<file path="src/rtl/ring_counter_param.sv">
// ============================================================================
// Module   : ring_counter_param
// Brief    : WIDTH-bit one-hot ring / Johnson counter with direction, load,
//            illegal-state self-correction and wrap/error status pulses.
// Revision : 1.0
// ============================================================================
`default_nettype none

module ring_counter_param #(
    parameter int WIDTH = 4
) (
    input  logic             clock,
    input  logic             reset_n,
    input  logic             enable,
    input  logic             mode,
    input  logic             dir,
    input  logic             load,
    input  logic [WIDTH-1:0] load_value,
    output logic [WIDTH-1:0] count_out,
    output logic             wrap,
    output logic             error
);

    localparam logic [WIDTH-1:0] c_RING_HOME = {{(WIDTH-1){1'b0}}, 1'b1};
    localparam logic [WIDTH-1:0] c_JOHN_HOME = '0;
    localparam logic [WIDTH-1:0] c_ONE       = {{(WIDTH-1){1'b0}}, 1'b1};

    logic [WIDTH-1:0] r_count;
    logic             r_wrap;
    logic             r_error;

    logic [WIDTH-1:0] w_inv;
    logic [WIDTH-1:0] w_home;
    logic [WIDTH-1:0] w_step;
    logic             w_ring_legal;
    logic             w_john_legal;
    logic             w_legal;
    logic [WIDTH-1:0] w_next_count;
    logic             w_next_wrap;
    logic             w_next_error;

    // Johnson states are low-aligned runs of ones (x & (x+1) == 0) or their
    // complements; checking both forms covers all 2*WIDTH legal patterns.
    always_comb begin
        w_inv        = ~r_count;
        w_ring_legal = (r_count != '0) && ((r_count & (r_count - c_ONE)) == '0);
        w_john_legal = ((r_count & (r_count + c_ONE)) == '0) ||
                       ((w_inv & (w_inv + c_ONE)) == '0);
        w_legal      = mode ? w_john_legal : w_ring_legal;
        w_home       = mode ? c_JOHN_HOME : c_RING_HOME;
    end

    always_comb begin
        w_step = r_count;
        case ({mode, dir})
            2'b00:   w_step = {r_count[WIDTH-2:0], r_count[WIDTH-1]};
            2'b01:   w_step = {r_count[0], r_count[WIDTH-1:1]};
            2'b10:   w_step = {r_count[WIDTH-2:0], ~r_count[WIDTH-1]};
            default: w_step = {~r_count[0], r_count[WIDTH-1:1]};
        endcase
    end

    always_comb begin
        w_next_count = r_count;
        w_next_wrap  = 1'b0;
        w_next_error = 1'b0;
        if (load) begin
            w_next_count = load_value;
        end else if (enable) begin
            if (w_legal) begin
                w_next_count = w_step;
                w_next_wrap  = (w_step == w_home);
            end else begin
                w_next_count = w_home;
                w_next_error = 1'b1;
            end
        end
    end

    always_ff @(posedge clock or negedge reset_n) begin
        if (!reset_n) begin
            r_count <= c_RING_HOME;
            r_wrap  <= 1'b0;
            r_error <= 1'b0;
        end else begin
            r_count <= w_next_count;
            r_wrap  <= w_next_wrap;
            r_error <= w_next_error;
        end
    end

    assign count_out = r_count;
    assign wrap      = r_wrap;
    assign error     = r_error;

endmodule

`default_nettype wire

</file>
<file path="config.mk">
export PLATFORM = sky130hd
export DESIGN_NAME = ring_counter_param
export DESIGN_NICKNAME = d
export VERILOG_FILES = /design/src/rtl/ring_counter_param.sv
export SDC_FILE = /design/constraint.sdc
export NUM_CORES = 1
export LEC_CHECK = 0
export BUFFER_PORTS_ARGS = -buffer_cell sky130_fd_sc_hd__buf_2
export CORE_AREA = 2 2 39 41
export DETAILED_ROUTE_END_ITERATION = 12
export DIE_AREA = 0 0 41 43
export PLACE_DENSITY = 0.65
export SYNTH_ARGS = -nofsm -noshare
export SYNTH_HDL_FRONTEND = slang
export SYNTH_SLANG_ARGS = --single-unit
</file>
<file path="constraint.sdc">
create_clock -name clock -period 2.4 [get_ports clock]
set_input_delay 0.24 -clock clock [delete_from_list [all_inputs] [get_ports clock]]
set_output_delay 0.24 -clock clock [all_outputs]
set_load 0.02 [all_outputs]
</file>
==> metrics.txt, run 1 <==
# TYPE chip_impl_metric gauge
chip_impl_info{name="result_of_the_run",value="finished, final reports clean"} 1
chip_impl_metric{name="timing_worst_slew_pin_value",unit="ps"} 430
chip_impl_metric{name="max-slew-margin-rel",unit=""} 0.714
chip_impl_metric{name="synthToLayoutAreaGrowth",unit="%"} 19.8
chip_impl_metric{name="setup.reg_to_reg.worst_slack",unit="ps"} 600
chip_impl_info{name="netlist_top_cells_area",value="sky130_fd_sc_hd__dfrtp_1, sky130_fd_sc_hd__dfstp_2, sky130_fd_sc_hd__o31ai_1, sky130_fd_sc_hd__buf_2, sky130_fd_sc_hd__mux2i_1"} 1
chip_impl_metric{name="ioPinCount",unit=""} 16
chip_impl_metric{name="cp_data_required_time",unit="ps"} 2560
chip_impl_metric{name="cts_buffers",unit=""} 3
chip_impl_metric{name="ctsLongestPathBuffers",unit=""} 2
chip_impl_info{name="hold_wc_path_type",value="in -> reg"} 1
chip_impl_metric{name="number_of_vias_per_cell",unit=""} 5.91
chip_impl_metric{name="first_pass_grt_wire_length",unit="mm"} 2.15
chip_impl_metric{name="layout_worst_path_cycle_share",unit=""} 0.749
chip_impl_info{name="setup.worst_path.class",value="reg -> reg"} 1
chip_impl_metric{name="synth-seq-cells",unit=""} 6
chip_impl_metric{name="layout_cells_sized_above_1",unit=""} 0.250
chip_impl_metric{name="seq_area_frac_synth",unit=""} 0.300
chip_impl_metric{name="gp_congestion",unit=""} 0.779
chip_impl_metric{name="die_wd",unit="um"} 41
chip_impl_metric{name="grtUsageTotal",unit=""} 0.181
chip_impl_metric{name="number_of_distinct_standard_cells_referenced_by_the_synthesized_netlist",unit=""} 33
chip_impl_metric{name="worst-endpoint-arrival",unit="ps"} 1960
chip_impl_metric{name="post-dp-hpwl",unit="um"} 879
chip_impl_metric{name="power.ir.vdd_worst",unit="mV"} 0.311
chip_impl_metric{name="h-tree-depth",unit=""} 1
chip_impl_metric{name="combinationalPowerShare",unit=""} 0.296
chip_impl_metric{name="min_period",unit="ps"} 1800
chip_impl_info{name="worst_r2r_startpoint",value="count_out[2]$_DFFE_PN0P_"} 1
chip_impl_info{name="capturing_point_of_the_worst_reg2reg_path",value="count_out[2]$_DFFE_PN0P_"} 1
chip_impl_metric{name="synth_top_area_share",unit=""} 0.248
chip_impl_metric{name="grt_use_met2",unit=""} 0.263
chip_impl_metric{name="antenna_found_initial",unit=""} 0
chip_impl_metric{name="fill_cells",unit=""} 134
chip_impl_metric{name="timing.critical_path.slowest_cell_delay",unit="ps"} 600
chip_impl_metric{name="first_global_vias",unit=""} 495
chip_impl_metric{name="report.final.hold_viol_count",unit=""} 0
chip_impl_info{name="yosys.area.top_type",value="sky130_fd_sc_hd__dfrtp_1"} 1
chip_impl_info{name="mostFrequentLayoutCell",value="sky130_fd_sc_hd__buf_2"} 1
chip_impl_metric{name="globalRouteMet1Util",unit=""} 0.233
chip_impl_info{name="startpoint_type",value="flop"} 1
chip_impl_metric{name="synth-warning-count",unit=""} 0
chip_impl_metric{name="coreArea",unit="um2"} 1380
chip_impl_metric{name="finalMaxSlewViolations",unit=""} 0
chip_impl_metric{name="max_clk_rate",unit="GHz"} 0.556
chip_impl_metric{name="finalClockSkew",unit="ps"} 12.6
chip_impl_metric{name="sequentialPowerShare",unit=""} 0.404
chip_impl_metric{name="design.die.area",unit="um2"} 1760
chip_impl_metric{name="netSwitchingPower",unit="mW"} 0.133
chip_impl_metric{name="power.share.clock",unit=""} 0.300
chip_impl_metric{name="maximum_fanout_along_the_worst_path",unit=""} 15
chip_impl_metric{name="port-buffer-count",unit=""} 15
chip_impl_metric{name="final_core_utilization",unit=""} 0.438
chip_impl_info{name="tritoncts",value="yes"} 1
chip_impl_metric{name="synthesized_area",unit="um2"} 505
chip_impl_info{name="grt-busiest-layer",value="met2"} 1
chip_impl_metric{name="placementRows",unit=""} 14
chip_impl_metric{name="finalWirelength",unit="mm"} 1.29
chip_impl_info{name="crit_slowest_cell",value="sky130_fd_sc_hd__dfrtp_1"} 1
chip_impl_metric{name="intPower",unit="mW"} 0.225
chip_impl_metric{name="post_dp_cell_area",unit="um2"} 569
chip_impl_metric{name="detailroute.via_count",unit=""} 544
chip_impl_metric{name="post_synth_inst_count",unit=""} 63
chip_impl_metric{name="clk_pin_slew_worst_paths",unit="ps"} 60
chip_impl_metric{name="initial_utilization",unit=""} 0.365
chip_impl_metric{name="final.setup.tns",unit="ps"} 0
chip_impl_info{name="setup.worst_path.end",value="count_out[2]$_DFFE_PN0P_"} 1
chip_impl_metric{name="maximum_number_of_pins_on_one_net_before_global_route_repair",unit=""} 17
chip_impl_metric{name="reg2reg_depth",unit=""} 4
chip_impl_metric{name="design.final.nets",unit=""} 87
chip_impl_metric{name="setup_viol",unit=""} 0
chip_impl_metric{name="insertedDiodeCount",unit=""} 0
chip_impl_metric{name="detailedRoute.firstPassIterationCount",unit=""} 4
chip_impl_info{name="crit_path_cell_trace",value="or3b_1 -> a32oi_1 -> o211ai_1 -> o31ai_1"} 1
chip_impl_metric{name="power_density",unit="nW/um2"} 592
chip_impl_info{name="unrepaired_setup_endpoints_after_global_routing",value="no"} 1
chip_impl_metric{name="cts.sinks",unit=""} 6
chip_impl_metric{name="remaining_global_route_overflow",unit=""} 0
chip_impl_metric{name="finish.instance_area",unit="um2"} 606
chip_impl_metric{name="sw_frac_of_total",unit=""} 0.372
chip_impl_metric{name="route.detailed.drc",unit=""} 0
chip_impl_metric{name="leakage_power",unit="nW"} 0.256
chip_impl_info{name="layout.cells.most_common_list",value="sky130_fd_sc_hd__buf_2, sky130_fd_sc_hd__dfrtp_1"} 1
chip_impl_metric{name="syn_area_per_cell",unit="um2"} 8.02
chip_impl_metric{name="post-cts-setup-buffer-count",unit=""} 0
chip_impl_info{name="endpoint_kind",value="flop"} 1
chip_impl_metric{name="mappedNetlistNets",unit=""} 73
chip_impl_info{name="clk_root_buffer_cell",value="sky130_fd_sc_hd__clkbuf_4"} 1
chip_impl_metric{name="die_height",unit="um"} 43
chip_impl_metric{name="routed_wire_length_per_instance",unit="um"} 14.0
chip_impl_metric{name="antenna_left",unit=""} 0
chip_impl_metric{name="gr-usage-met3",unit=""} 0.0157
chip_impl_metric{name="cap_viol_max_count",unit=""} 0
chip_impl_info{name="critical_path.startpoint",value="count_out[2]$_DFFE_PN0P_"} 1
chip_impl_metric{name="worst_skew_pair_later_pin_latency",unit="ps"} 260
chip_impl_metric{name="drt_first_iter_violations",unit=""} 9
synthesized netlist by cell type, drive strengths merged:
master and n:
nor4b 1, or3 1, inv 3, o31ai 3
nor2b 2, mux2i 2, o21a 1, o311ai 1
nand3b 1, xnor2 1, nand2b 1, a21oi 3
nand3 2, buf 4, nor3 3, o32a 1
a32oi 2, nor4 1, a21o 1, o21bai 1
or3b 1, o21ai 6, xor2 1, dfstp 1
nor3b 2, clkbuf 3, a21boi 1, nand2 2
o211ai 1, dfrtp 5, a221oi 2, nor2 3
layout make-up:
cell class	instances	area [um2]	share of cell area
well taps	16	20.0	0.0331
inverters	3	11.3	0.0186
clock buffers	4	26.3	0.0434
repair buffers	16	85.1	0.140
flip-flops and latches	6	151	0.250
multi-input cells	47	312	0.514
sequential cells by signal, summed over array words and instances (netlist names):
name,count
count_out,4
error,1
wrap,1
how the worst min path moves through the flow:
| stage | from | endpoint | slack [ps] | depth (start not counted) |
|---|---|---|---|---|
| after floorplan | reset_n | count_out[1]$_DFFE_PN0P_ | -60 | 0 |
| after CTS | load_value[2] | count_out[2]$_DFFE_PN0P_ | 200 | 3 |
| after global routing | load_value[3] | count_out[3]$_DFFE_PN0P_ | 220 | 3 |
| after global placement | reset_n | count_out[3]$_DFFE_PN0P_ | 60 | 1 |
| final | load_value[2] | count_out[2]$_DFFE_PN0P_ | 210 | 3 |
| after detailed placement | reset_n | count_out[1]$_DFFE_PN0P_ | 70 | 1 |
through the flow:
| stage | hold WS [ps] | std cells | worst slack [ps] | total power [mW] |
|---|---|---|---|---|
| 2_1_floorplan | -55.6 | 63 | 896 | 0.218 |
| 3_3_place_gp | 62.6 | 87 | 759 | 0.246 |
| 3_5_place_dp | 70.6 | 87 | 644 | 0.250 |
| 4_1_cts | 197 | 92 | 629 | 0.363 |
| 5_1_grt | 225 | 92 | 487 | 0.382 |
| 6_report | 210 | 92 | 601 | 0.359 |
routing by layer:
layer  share of wire  vias up  routed length (um)
li1                -      261                   -
met1            0.45      265                 578
met2            0.50       16                 646
met3           0.037        2                  48
met4           0.013        0                  17
met5               0        -                   0
critical path, delay by kind of cell, from the launching register on:
kind,cells,cell delay (ps)
compound gates,3,710
flops,1,600
simple gates,1,400
logic make-up (layout without fill, tap and decap cells):
family	count (synthesis)	in the layout	share of synthesized area
flops	6	6	0.300
simple gates	20	20	0.228
compound gates	23	23	0.314
xor+xnor	2	2	0.0347
buf+inv	10	23	0.0842
mux	2	2	0.0396
power groups by stage:
| stage | clock [mW] | combinational [mW] | sequential [mW] |
|---|---|---|---|
| 6_report | 0.108 | 0.106 | 0.145 |
| 5_1_grt | 0.116 | 0.118 | 0.148 |
| 4_1_cts | 0.112 | 0.107 | 0.144 |
| 3_5_place_dp | 0 | 0.104 | 0.145 |
| 3_3_place_gp | 0 | 0.103 | 0.143 |
| 2_1_floorplan | 0 | 0.0824 | 0.136 |
repair_timing:
item,4_1_cts,5_1_grt
hold buffers,1,0
resized for setup,0,0
hold endpoints to repair,5,0
No activity file was read; power rests on OpenSTA's default activity.
==> inputs of run 2 (changes only) <==
- clock period: 2.4 -> 1.67 ns (I/O delays scaled with it)
==> metrics.txt, run 2 (same netlist as run 1, synthesis figures left out) <==
# TYPE chip_impl_metric gauge
chip_impl_metric{name="multiInputGateArea",unit="um2"} 312
chip_impl_info{name="layout.cells.most_common_list",value="sky130_fd_sc_hd__buf_2, sky130_fd_sc_hd__dfrtp_1"} 1
chip_impl_metric{name="grtUsageTotal",unit=""} 0.183
chip_impl_metric{name="antenna_found_initial",unit=""} 0
chip_impl_metric{name="h-tree-depth",unit=""} 1
chip_impl_metric{name="first_global_vias",unit=""} 473
chip_impl_metric{name="port-buffer-count",unit=""} 15
chip_impl_metric{name="report.final.hold_viol_count",unit=""} 0
chip_impl_metric{name="power.share.clock",unit=""} 0.293
chip_impl_metric{name="drt_first_iter_violations",unit=""} 17
chip_impl_metric{name="worst-endpoint-arrival",unit="ps"} 1700
chip_impl_metric{name="ioPinCount",unit=""} 16
chip_impl_info{name="hold_wc_path_type",value="in -> reg"} 1
chip_impl_metric{name="design.final.nets",unit=""} 90
chip_impl_metric{name="max_clk_rate",unit="GHz"} 0.648
chip_impl_metric{name="maximum_number_of_pins_on_one_net_before_global_route_repair",unit=""} 17
chip_impl_info{name="startpoint_type",value="flop"} 1
chip_impl_metric{name="first_pass_grt_wire_length",unit="mm"} 2.14
chip_impl_metric{name="reg2reg_depth",unit=""} 4
chip_impl_metric{name="initial_utilization",unit=""} 0.365
chip_impl_metric{name="post-dp-hpwl",unit="um"} 881
chip_impl_metric{name="number_of_vias_per_cell",unit=""} 5.78
chip_impl_metric{name="leakage_power",unit="nW"} 0.271
chip_impl_info{name="worst_r2r_startpoint",value="count_out[0]$_DFFE_PN1P_"} 1
chip_impl_metric{name="maximum_fanout_along_the_worst_path",unit=""} 16
chip_impl_info{name="unrepaired_setup_endpoints_after_global_routing",value="yes"} 1
chip_impl_metric{name="design.die.area",unit="um2"} 1760
chip_impl_metric{name="power_density",unit="nW/um2"} 831
chip_impl_metric{name="min_period",unit="ps"} 1540
chip_impl_metric{name="placementRows",unit=""} 14
chip_impl_metric{name="insertedDiodeCount",unit=""} 0
chip_impl_metric{name="layout_cells_sized_above_1",unit=""} 0.278
chip_impl_info{name="result_of_the_run",value="finished, final reports clean"} 1
chip_impl_metric{name="max-slew-margin-rel",unit=""} 0.717
chip_impl_metric{name="post-cts-setup-buffer-count",unit=""} 0
chip_impl_metric{name="fill_cells",unit=""} 155
chip_impl_metric{name="route.detailed.drc",unit=""} 0
chip_impl_metric{name="power.ir.vdd_worst",unit="mV"} 0.399
chip_impl_metric{name="remaining_global_route_overflow",unit=""} 0
chip_impl_metric{name="sw_frac_of_total",unit=""} 0.365
chip_impl_metric{name="final_core_utilization",unit=""} 0.454
chip_impl_info{name="tritoncts",value="yes"} 1
chip_impl_metric{name="min_delay_path_depth",unit=""} 3
chip_impl_info{name="clk_root_buffer_cell",value="sky130_fd_sc_hd__clkbuf_4"} 1
chip_impl_metric{name="cts_buffers",unit=""} 3
chip_impl_metric{name="number_of_flip_flops_in_the_largest_register",unit=""} 4
chip_impl_metric{name="setup_viol",unit=""} 0
chip_impl_metric{name="cts.sinks",unit=""} 6
chip_impl_info{name="hold_path.startpoint",value="load_value[0]"} 1
chip_impl_info{name="mostFrequentLayoutCell",value="sky130_fd_sc_hd__buf_2"} 1
chip_impl_metric{name="regArea",unit="um2"} 151
chip_impl_metric{name="final_critical_path_setup_slack",unit="ps"} 126
chip_impl_info{name="min_delay_worst_endpoint",value="count_out[0]$_DFFE_PN1P_"} 1
chip_impl_metric{name="routed_wire_length_per_instance",unit="um"} 13.5
chip_impl_metric{name="sequentialPowerShare",unit=""} 0.386
chip_impl_metric{name="finalWirelength",unit="mm"} 1.29
chip_impl_metric{name="final.setup.tns",unit="ps"} 0
chip_impl_metric{name="clk_pin_slew_worst_paths",unit="ps"} 50
chip_impl_metric{name="die_wd",unit="um"} 41
chip_impl_metric{name="detailroute.via_count",unit=""} 549
chip_impl_metric{name="combinationalPowerShare",unit=""} 0.320
chip_impl_metric{name="worst_skew_pair_later_pin_latency",unit="ps"} 250
chip_impl_metric{name="place_ws",unit="ps"} 110
chip_impl_metric{name="setup.reg_to_reg.worst_slack",unit="ps"} 130
chip_impl_metric{name="finalClockSkew",unit="ps"} 1.19
chip_impl_metric{name="netSwitchingPower",unit="mW"} 0.191
chip_impl_metric{name="detailedRoute.firstPassIterationCount",unit=""} 4
chip_impl_metric{name="cap_viol_max_count",unit=""} 0
chip_impl_metric{name="intPower",unit="mW"} 0.332
chip_impl_metric{name="timing_worst_slew_pin_value",unit="ps"} 425
chip_impl_metric{name="cp_data_required_time",unit="ps"} 1830
chip_impl_metric{name="layout_worst_path_cycle_share",unit=""} 0.925
chip_impl_metric{name="coreArea",unit="um2"} 1380
chip_impl_metric{name="antenna_left",unit=""} 0
chip_impl_metric{name="die_height",unit="um"} 43
chip_impl_metric{name="gp_congestion",unit=""} 0.855
chip_impl_info{name="capturing_point_of_the_worst_reg2reg_path",value="count_out[1]$_DFFE_PN0P_"} 1
chip_impl_metric{name="synthToLayoutAreaGrowth",unit="%"} 24.3
chip_impl_metric{name="finalMaxSlewViolations",unit=""} 0
chip_impl_info{name="setup.worst_path.class",value="reg -> reg"} 1
chip_impl_metric{name="ctsLongestPathBuffers",unit=""} 2
chip_impl_info{name="endpoint_kind",value="flop"} 1
==> run 2: changes by cell type in the layout (fill, tap and decap cells not counted) <==
| cell | change |
|---|---|
| sky130_fd_sc_hd__buf_4 | +3 |
==> run 2: what timing repair did <==
item,4_1_cts,5_1_grt
resized for setup,0,0
endpoints found under the setup margin,0,2
hold endpoints to repair,6,0
hold buffers,1,0
==> run 2: power groups by stage <==
stage | sequential, mW | combinational [mW] | clock, mW
6_report | 0.202 | 0.167 | 0.153
5_1_grt | 0.206 | 0.187 | 0.177
4_1_cts | 0.200 | 0.168 | 0.162
3_5_place_dp | 0.203 | 0.165 | 0
3_3_place_gp | 0.201 | 0.164 | 0
2_1_floorplan | 0.195 | 0.118 | 0
==> run 2: how the worst max path moves through the flow <==
stage	to	slack, ps	start	cells past startpoint
floorplan	count_out[2]$_DFFE_PN0P_	170	count_out[2]$_DFFE_PN0P_	4
global placement	count_out[2]$_DFFE_PN0P_	150	count_out[0]$_DFFE_PN1P_	4
detailed placement	count_out[3]$_DFFE_PN0P_	110	count_out[0]$_DFFE_PN1P_	4
CTS	count_out[3]$_DFFE_PN0P_	90	count_out[0]$_DFFE_PN1P_	4
global route	count_out[2]$_DFFE_PN0P_	-20	count_out[0]$_DFFE_PN1P_	4
finish	count_out[1]$_DFFE_PN0P_	130	count_out[0]$_DFFE_PN1P_	4
==> run 2: through the flow <==
stage | power [mW] | cells | hold WS (ps) | instance area (um2)
after floorplan | 0.314 | 63 | -129 | 505
after global placement | 0.365 | 90 | -1.68 | 592
after detailed placement | 0.368 | 90 | 5.76 | 592
after CTS | 0.531 | 95 | 127 | 628
after global routing | 0.570 | 95 | 137 | 628
final | 0.522 | 95 | 134 | 628
==> run 2: critical path: stages, from the launching register on <==
cell,delay (ps)
sky130_fd_sc_hd__dfstp_2,450
sky130_fd_sc_hd__or3b_1,370
sky130_fd_sc_hd__a32oi_1,240
sky130_fd_sc_hd__o211ai_1,170
sky130_fd_sc_hd__o31ai_1,220
==> run 2: final cells by class <==
type,instances,area share
sequential,6,0.241
inverter,3,0.0179
timing repair buffer,19,0.171
multi-input combinational,47,0.496
clock buffer,4,0.0418
tap,16,0.0319
==> run 2: routing by layer <==
layer  global-route usage  share of wire
met1                0.229           0.45
met2                0.263           0.48
met3               0.0628          0.047
met4                0.100          0.019
met5                    0              0
